$ cat src/rtl/count_change_fifo_if.sv
// Output stream of count_change_fifo: head entry with a valid/ready handshake.
// master drives data/wrap/valid and samples ready; slave is the consumer.
interface count_change_fifo_if #(
    parameter int WIDTH = 4
);
    logic [WIDTH-1:0] out_data;
    logic             out_wrap;
    logic             out_valid;
    logic             out_ready;

    modport master (
        output out_data,
        output out_wrap,
        output out_valid,
        input  out_ready
    );

    modport slave (
        input  out_data,
        input  out_wrap,
        input  out_valid,
        output out_ready
    );
endinterface

$ cat src/rtl/count_change_fifo.sv
// Samples a counter every clk and pushes each changed value (tagged with a
// MAX->0 wrap bit) into a FWFT FIFO.
// Ports: clk, rst (async active-low), count_in; out (stream interface);
// level (entries stored), overflow (sticky, a change was dropped while full).
module count_change_fifo #(
    parameter int WIDTH = 4,
    parameter int DEPTH = 4
) (
    input  logic                     clk,
    input  logic                     rst,
    input  logic [WIDTH-1:0]         count_in,
    count_change_fifo_if.master      out,
    output logic [$clog2(DEPTH):0]   level,
    output logic                     overflow
);
    localparam int PW = $clog2(DEPTH);
    localparam logic [WIDTH-1:0] MAX = '1;

    typedef logic [WIDTH:0] entry_t;

    entry_t          mem_q [DEPTH];
    entry_t          mem_d [DEPTH];
    logic [PW:0]     wr_ptr_q, wr_ptr_d;
    logic [PW:0]     rd_ptr_q, rd_ptr_d;
    logic [WIDTH-1:0] prev_q, prev_d;
    logic            base_ok_q, base_ok_d;
    logic            overflow_q, overflow_d;

    logic [PW:0]     lvl;
    logic            empty;
    logic            full;
    logic            push;
    logic            pop;
    logic            wrap;
    entry_t          head;

    always_comb begin
        lvl   = wr_ptr_q - rd_ptr_q;
        empty = (lvl == '0);
        full  = (lvl == (PW+1)'(DEPTH));
        head  = mem_q[rd_ptr_q[PW-1:0]];

        out.out_valid = !empty;
        out.out_data  = empty ? '0 : head[WIDTH-1:0];
        out.out_wrap  = !empty && head[WIDTH];
        level         = lvl;
        overflow      = overflow_q;

        push = base_ok_q && (count_in != prev_q);
        wrap = (prev_q == MAX) && (count_in == '0);
        pop  = !empty && out.out_ready;

        mem_d      = mem_q;
        wr_ptr_d   = wr_ptr_q;
        rd_ptr_d   = rd_ptr_q;
        overflow_d = overflow_q;
        prev_d     = count_in;
        base_ok_d  = 1'b1;

        // When full, a same-cycle pop frees the slot the push lands in.
        if (push && (!full || pop)) begin
            mem_d[wr_ptr_q[PW-1:0]] = {wrap, count_in};
            wr_ptr_d = wr_ptr_q + (PW+1)'(1);
        end else if (push) begin
            overflow_d = 1'b1;
        end

        if (pop) begin
            rd_ptr_d = rd_ptr_q + (PW+1)'(1);
        end
    end

    always_ff @(posedge clk or negedge rst) begin
        if (!rst) begin
            for (int i = 0; i < DEPTH; i++) begin
                mem_q[i] <= '0;
            end
            wr_ptr_q   <= '0;
            rd_ptr_q   <= '0;
            prev_q     <= '0;
            base_ok_q  <= 1'b0;
            overflow_q <= 1'b0;
        end else begin
            mem_q      <= mem_d;
            wr_ptr_q   <= wr_ptr_d;
            rd_ptr_q   <= rd_ptr_d;
            prev_q     <= prev_d;
            base_ok_q  <= base_ok_d;
            overflow_q <= overflow_d;
        end
    end
endmodule

$ cat src/flat_wrapper.sv
// flat-port wrapper written by rule: the top's interface ports become plain ports
module count_change_fifo_flat 
#(
    parameter int WIDTH = 4,
    parameter int DEPTH = 4
)
  (clk, rst, count_in, level, overflow, out_out_data, out_out_wrap, out_out_valid, out_out_ready);
  count_change_fifo_if #(.WIDTH(WIDTH)) out_i ();
  input  logic clk;
  input  logic rst;
  input  logic [WIDTH-1:0] count_in;
  output logic [$clog2(DEPTH):0] level;
  output logic overflow;
  output wire logic [$bits(out_i.out_data)-1:0] out_out_data;
  output wire logic [$bits(out_i.out_wrap)-1:0] out_out_wrap;
  output wire logic [$bits(out_i.out_valid)-1:0] out_out_valid;
  input wire logic [$bits(out_i.out_ready)-1:0] out_out_ready;
  assign out_out_data = out_i.out_data;
  assign out_out_wrap = out_i.out_wrap;
  assign out_out_valid = out_i.out_valid;
  assign out_i.out_ready = out_out_ready;
  count_change_fifo #(.WIDTH(WIDTH), .DEPTH(DEPTH)) u_core (.clk(clk), .rst(rst), .count_in(count_in), .out(out_i), .level(level), .overflow(overflow));
endmodule
$ cat config.mk
export PLATFORM = sky130hd
export DESIGN_NAME = count_change_fifo_flat
export DESIGN_NICKNAME = d
export VERILOG_FILES = /design/src/rtl/count_change_fifo_if.sv /design/src/rtl/count_change_fifo.sv /design/src/flat_wrapper.sv
export SDC_FILE = /design/constraint.sdc
export NUM_CORES = 1
export LEC_CHECK = 0
export CAP_MARGIN = 0
export CORE_UTILIZATION = 45
export CTS_BUF_LIST = sky130_fd_sc_hd__clkbuf_4 sky130_fd_sc_hd__clkbuf_8
export CTS_CLUSTER_DIAMETER = 30
export DETAILED_ROUTE_END_ITERATION = 12
export PLACE_DENSITY = 0.65
export RECOVER_POWER = 100
export REMOVE_ABC_BUFFERS = 1
export SETUP_SLACK_MARGIN = 0.05
export SLEW_MARGIN = 20
export SYNTH_ARGS = -nofsm -noshare
export SYNTH_HDL_FRONTEND = slang
export SYNTH_SLANG_ARGS = --single-unit
export TNS_END_PERCENT = 1
$ cat constraint.sdc
create_clock -name clk -period 2.9 [get_ports clk]
set_input_delay 0.58 -clock clk [delete_from_list [all_inputs] [get_ports clk]]
set_output_delay 0.58 -clock clk [all_outputs]
set_load 0.005 [all_outputs]
==> impl_metrics.csv <==
group,metric,value,unit
run_status,outcome,"finished, violations left",
run_status,violations_in_the_final_reports,"capacitance limit, slew limit",
power_and_ir_drop,power.density,1240,nW/µm²
place,dp_hpwl,2210,µm
worst_setup_path,crit_path_cell_trace,"inv_2 -> ha_1 -> fa_2 -> xnor3_2 -> nand3_4 -> and2_4 -> clkdlybuf4s50_1",
synthesis,dominantRegCellSynth,"dfrtp_1",
routing,residual_antenna_violating_net_count_after_detailed_routing,0,
worst_setup_path,cp.arrival,2.25,ns
worst_hold_path,timing.hold.worst.start,"u_core.overflow$_DFFE_PN0P_",
synthesis,cell_variety_after_synth,26,
floorplanning,io_pins,17,
timing,finalSetupViolCount,0,
synthesis,post_synth_xor_area_fraction,0.0343,
synthesis,netlist_instances,111,
synthesis,synth.area.mux_share,0.261,
synthesis,synth.yosys.warnings,0,
worst_setup_path,timing.setup.critical_path_class,"register to output pin",
finish,syn2layout_area_growth,23.8,%
floorplanning,rows,21,
synthesis,yosys-top-cells-area,"dfrtp_1 (48%), mux2_4 (19%), mux4_2 (6.7%)",
synthesis,synth.top_cell.area_share,0.477,
timing,count_of_pins_over_their_slew_limit,33,
synthesis,synth-compound-area-share,0.0246,
floorplanning,die_h,63.1,µm
routing,routed_wl,3190,µm
clock_tree,numCtsBuffers,5,
clock_tree,ctsHoldBuffers,0,
finish,multi_input_gate_area,852,µm²
worst_setup_path,worst_setup_start_kind,"register",
routing,route.detailed.vias_per_inst,5.13,
finish,drive_above_1_share,0.424,
finish,sequential_cell_area,801,µm²
worst_setup_path,path_max_fanout,7,
floorplanning,floorplan.die_area,3980,µm²
global_routing,globalRouteOverflowTotal,0,
clock_tree,clock_insertion_delay_worst_skew,0.28,ns
global_routing,grt_pass1_wl,5470,µm
worst_setup_path,path_delay_family,"buffers and inverters",
routing,router_iterations_before_antenna_repair,4,
synthesis,main_combinational_cell_family_by_area_after_synthesis,"multiplexers",
timing,finalHoldViolCount,0,
clock_tree,cts.sink_count,32,
finish,number_of_diodes_added_for_antenna_fixing,0,
synthesis,ys_ff_latch,32,
timing,final.hold.worst_slack,0.470,ns
worst_setup_path,critical_path.reg2reg.startpoint,"u_core.wr_ptr_q[0]$_DFFE_PN0P_",
run,total_of_max_cap_violations,1,
power_and_ir_drop,static_power_due_to_leakage,0.974,nW
global_routing,grt_util_all_layers,0.188,
routing,drt-wirelength-per-cell,16.8,µm
clock_tree,root_buffer,"clkbuf_8",
worst_setup_path,worst-r2r-setup-slack,0.21,ns
clock_tree,cts-htree-levels,2,
global_routing,grt_start_max_net_pins,33,
synthesis,synthSimpleGateAreaFrac,0.115,
place,routabilityCongestion,0.703,
timing,finClkSkew,0.00608,ns
synthesis,average_cell_area_after_synthesis,15.1,µm²
worst_setup_path,critical_path_sink_type,"output pin",
place,place.port_buffers,16,
synthesis,synth_area,1680,µm²
timing,worst_slew_pin_slew,1.73,ns
synthesis,adder_and_majority_gate_portion_of_the_synthesized_area,0.0566,
worst_hold_path,whs_path_depth,1,
floorplanning,initial_utilization,0.484,
worst_setup_path,critical_path_s_largest_stage_delay,0.48,ns
timing,grt_setup_unrepaired,"yes",
global_routing,grt_pass1_vias,1088,
synthesis,netlist.top_cell.by_area,"dfrtp_1",
worst_setup_path,required,2.32,ns
routing,count_of_unresolved_drc_violations_after_routing,0,
routing,routed-via-count,975,
timing,layout_worst_path_cycle_share,0.975,
finish,final.fill_count,285,
worst_hold_path,worst_hold_path.endpoint,"u_core.overflow$_DFFE_PN0P_",
worst_hold_path,hp-class,"register to register",
timing,setup-tns-final,0,ns
clock_tree,tritoncts,"done",
synthesis,synth.cells.most_frequent,"dfrtp_1 (32), mux2_4 (21), inv_1 (9), ha_1 (6)",
finish,num-nets-final,158,
timing,slew-limit-headroom,-0.153,
timing,finalCriticalPeriod,2.83,ns
floorplanning,core_area,3470,µm²
synthesis,most_common_cell_in_the_synthesized_netlist,"dfrtp_1",
timing,achievable-frequency,354,MHz
synthesis,synth-async-reset-ratio,1.00,
synthesis,synth_edf_count,0,
power_and_ir_drop,ir_drop,0.433,mV
synthesis,register_area_share_after_synthesis,0.477,
global_routing,initial_antenna_violation_count,0,
clock_tree,cts.clk_slew.worst_paths,0.06,ns
worst_setup_path,critical_path_buf_inv_count,2,
worst_setup_path,critical-path-slowest-cell,"clkdlybuf4s50_1",
floorplanning,dieWidth,63.1,µm
routing,first_iter_violations,40,
worst_setup_path,worst_r2r_path_depth,9,
finish,stdcell_count,190,
place,placed_cells_incl_taps,177,
clock_tree,bufs_on_longest_clock_path,2,
worst_setup_path,timing.rr.end,"u_core.mem_q[1]$_DFFE_PN0P_",
## worst max path at each step
stage / depth (start not counted) / to / startpoint / slack, ns
3_5_place_dp: 7 / out_out_data[0] / u_core.wr_ptr_q[0]$_DFFE_PN0P_ / 0.07
3_3_place_gp: 7 / out_out_data[1] / u_core.wr_ptr_q[0]$_DFFE_PN0P_ / 0.16
4_1_cts: 7 / out_out_data[0] / u_core.wr_ptr_q[0]$_DFFE_PN0P_ / 0.05
6_report: 7 / out_out_data[3] / u_core.wr_ptr_q[0]$_DFFE_PN0P_ / 0.07
2_1_floorplan: 7 / u_core.mem_q[0]$_DFFE_PN0P_ / u_core.rd_ptr_q[0]$_DFFE_PN0P_ / 0.25
5_1_grt: 7 / out_out_data[3] / u_core.wr_ptr_q[0]$_DFFE_PN0P_ / -0.01
## sequential cells by signal, summed over array words and instances (netlist names)
signal,flops
u_core.overflow,1
u_core.wr_ptr_q,3
u_core.base_ok_q,1
u_core.prev_q,4
u_core.mem_q,20
u_core.rd_ptr_q,3
## cell families after synthesis
logic type      Yosys count
compound gates            4
mux                      27
simple gates             24
flops                    32
xor+xnor                  5
fa+ha+maj                 7
other cells               1
buf+inv                  11
## metal layers
| layer | global-route usage | vias to the layer above | part of all wire |
|---|---|---|---|
| li1 | - | 455 | - |
| met1 | 0.249 | 502 | 0.48 |
| met2 | 0.293 | 14 | 0.48 |
| met3 | 0.0471 | 4 | 0.030 |
| met4 | 0.0785 | 0 | 0.013 |
| met5 | 0 | - | 0 |
## cell usage in the layout, fill, tap and decap left out, types with 2 or more instances in the layout
cell type	n
clkdlybuf4s50_1	7
ha_1	6
o22ai_1	2
nand2b_1	4
and2_1	3
dlygate4sd3_1	6
clkbuf_8	5
mux4_2	5
and2_4	2
inv_1	8
xnor2_1	3
dfrtp_1	32
nor2_4	4
mux2_4	21
dlymetal6s2s_1	3
nand2_4	4
buf_4	11
## layout make-up
type,count,share of cell area
clock buffers,6,0.0367
repair buffers,28,0.122
inverters,9,0.0162
clock inverters,1,0.00241
multi-input cells,68,0.410
flip-flops and latches,32,0.385
well taps,46,0.0277
## through the flow
step / total power, mW / area [µm²] / utilization / setup WS [ns]
finish: 2.59 / 2080 / 0.600 / 0.0713
floorplan: 1.56 / 1670 / - / 0.246
global placement: 2.04 / 1930 / 0.556 / 0.155
CTS: 2.56 / 2050 / 0.591 / 0.0533
global route: 2.75 / 2080 / 0.600 / -0.0140
detailed placement: 2.08 / 1930 / 0.556 / 0.0700
## report_power, final
group | total, mW | internal [mW] | switching [mW]
Combinational | 1.53 | 0.950 | 0.580
Clock | 0.327 | 0.172 | 0.155
Sequential | 0.731 | 0.621 | 0.109
## what timing repair did
action                                 4_1_cts  5_1_grt
endpoints found under the hold margin        0        0
setup endpoints to repair                    6        6
buffers inserted                             3        3
gates resized for setup                      6        4
pin swaps                                    1        0
(Power assumes the default switching activity.)
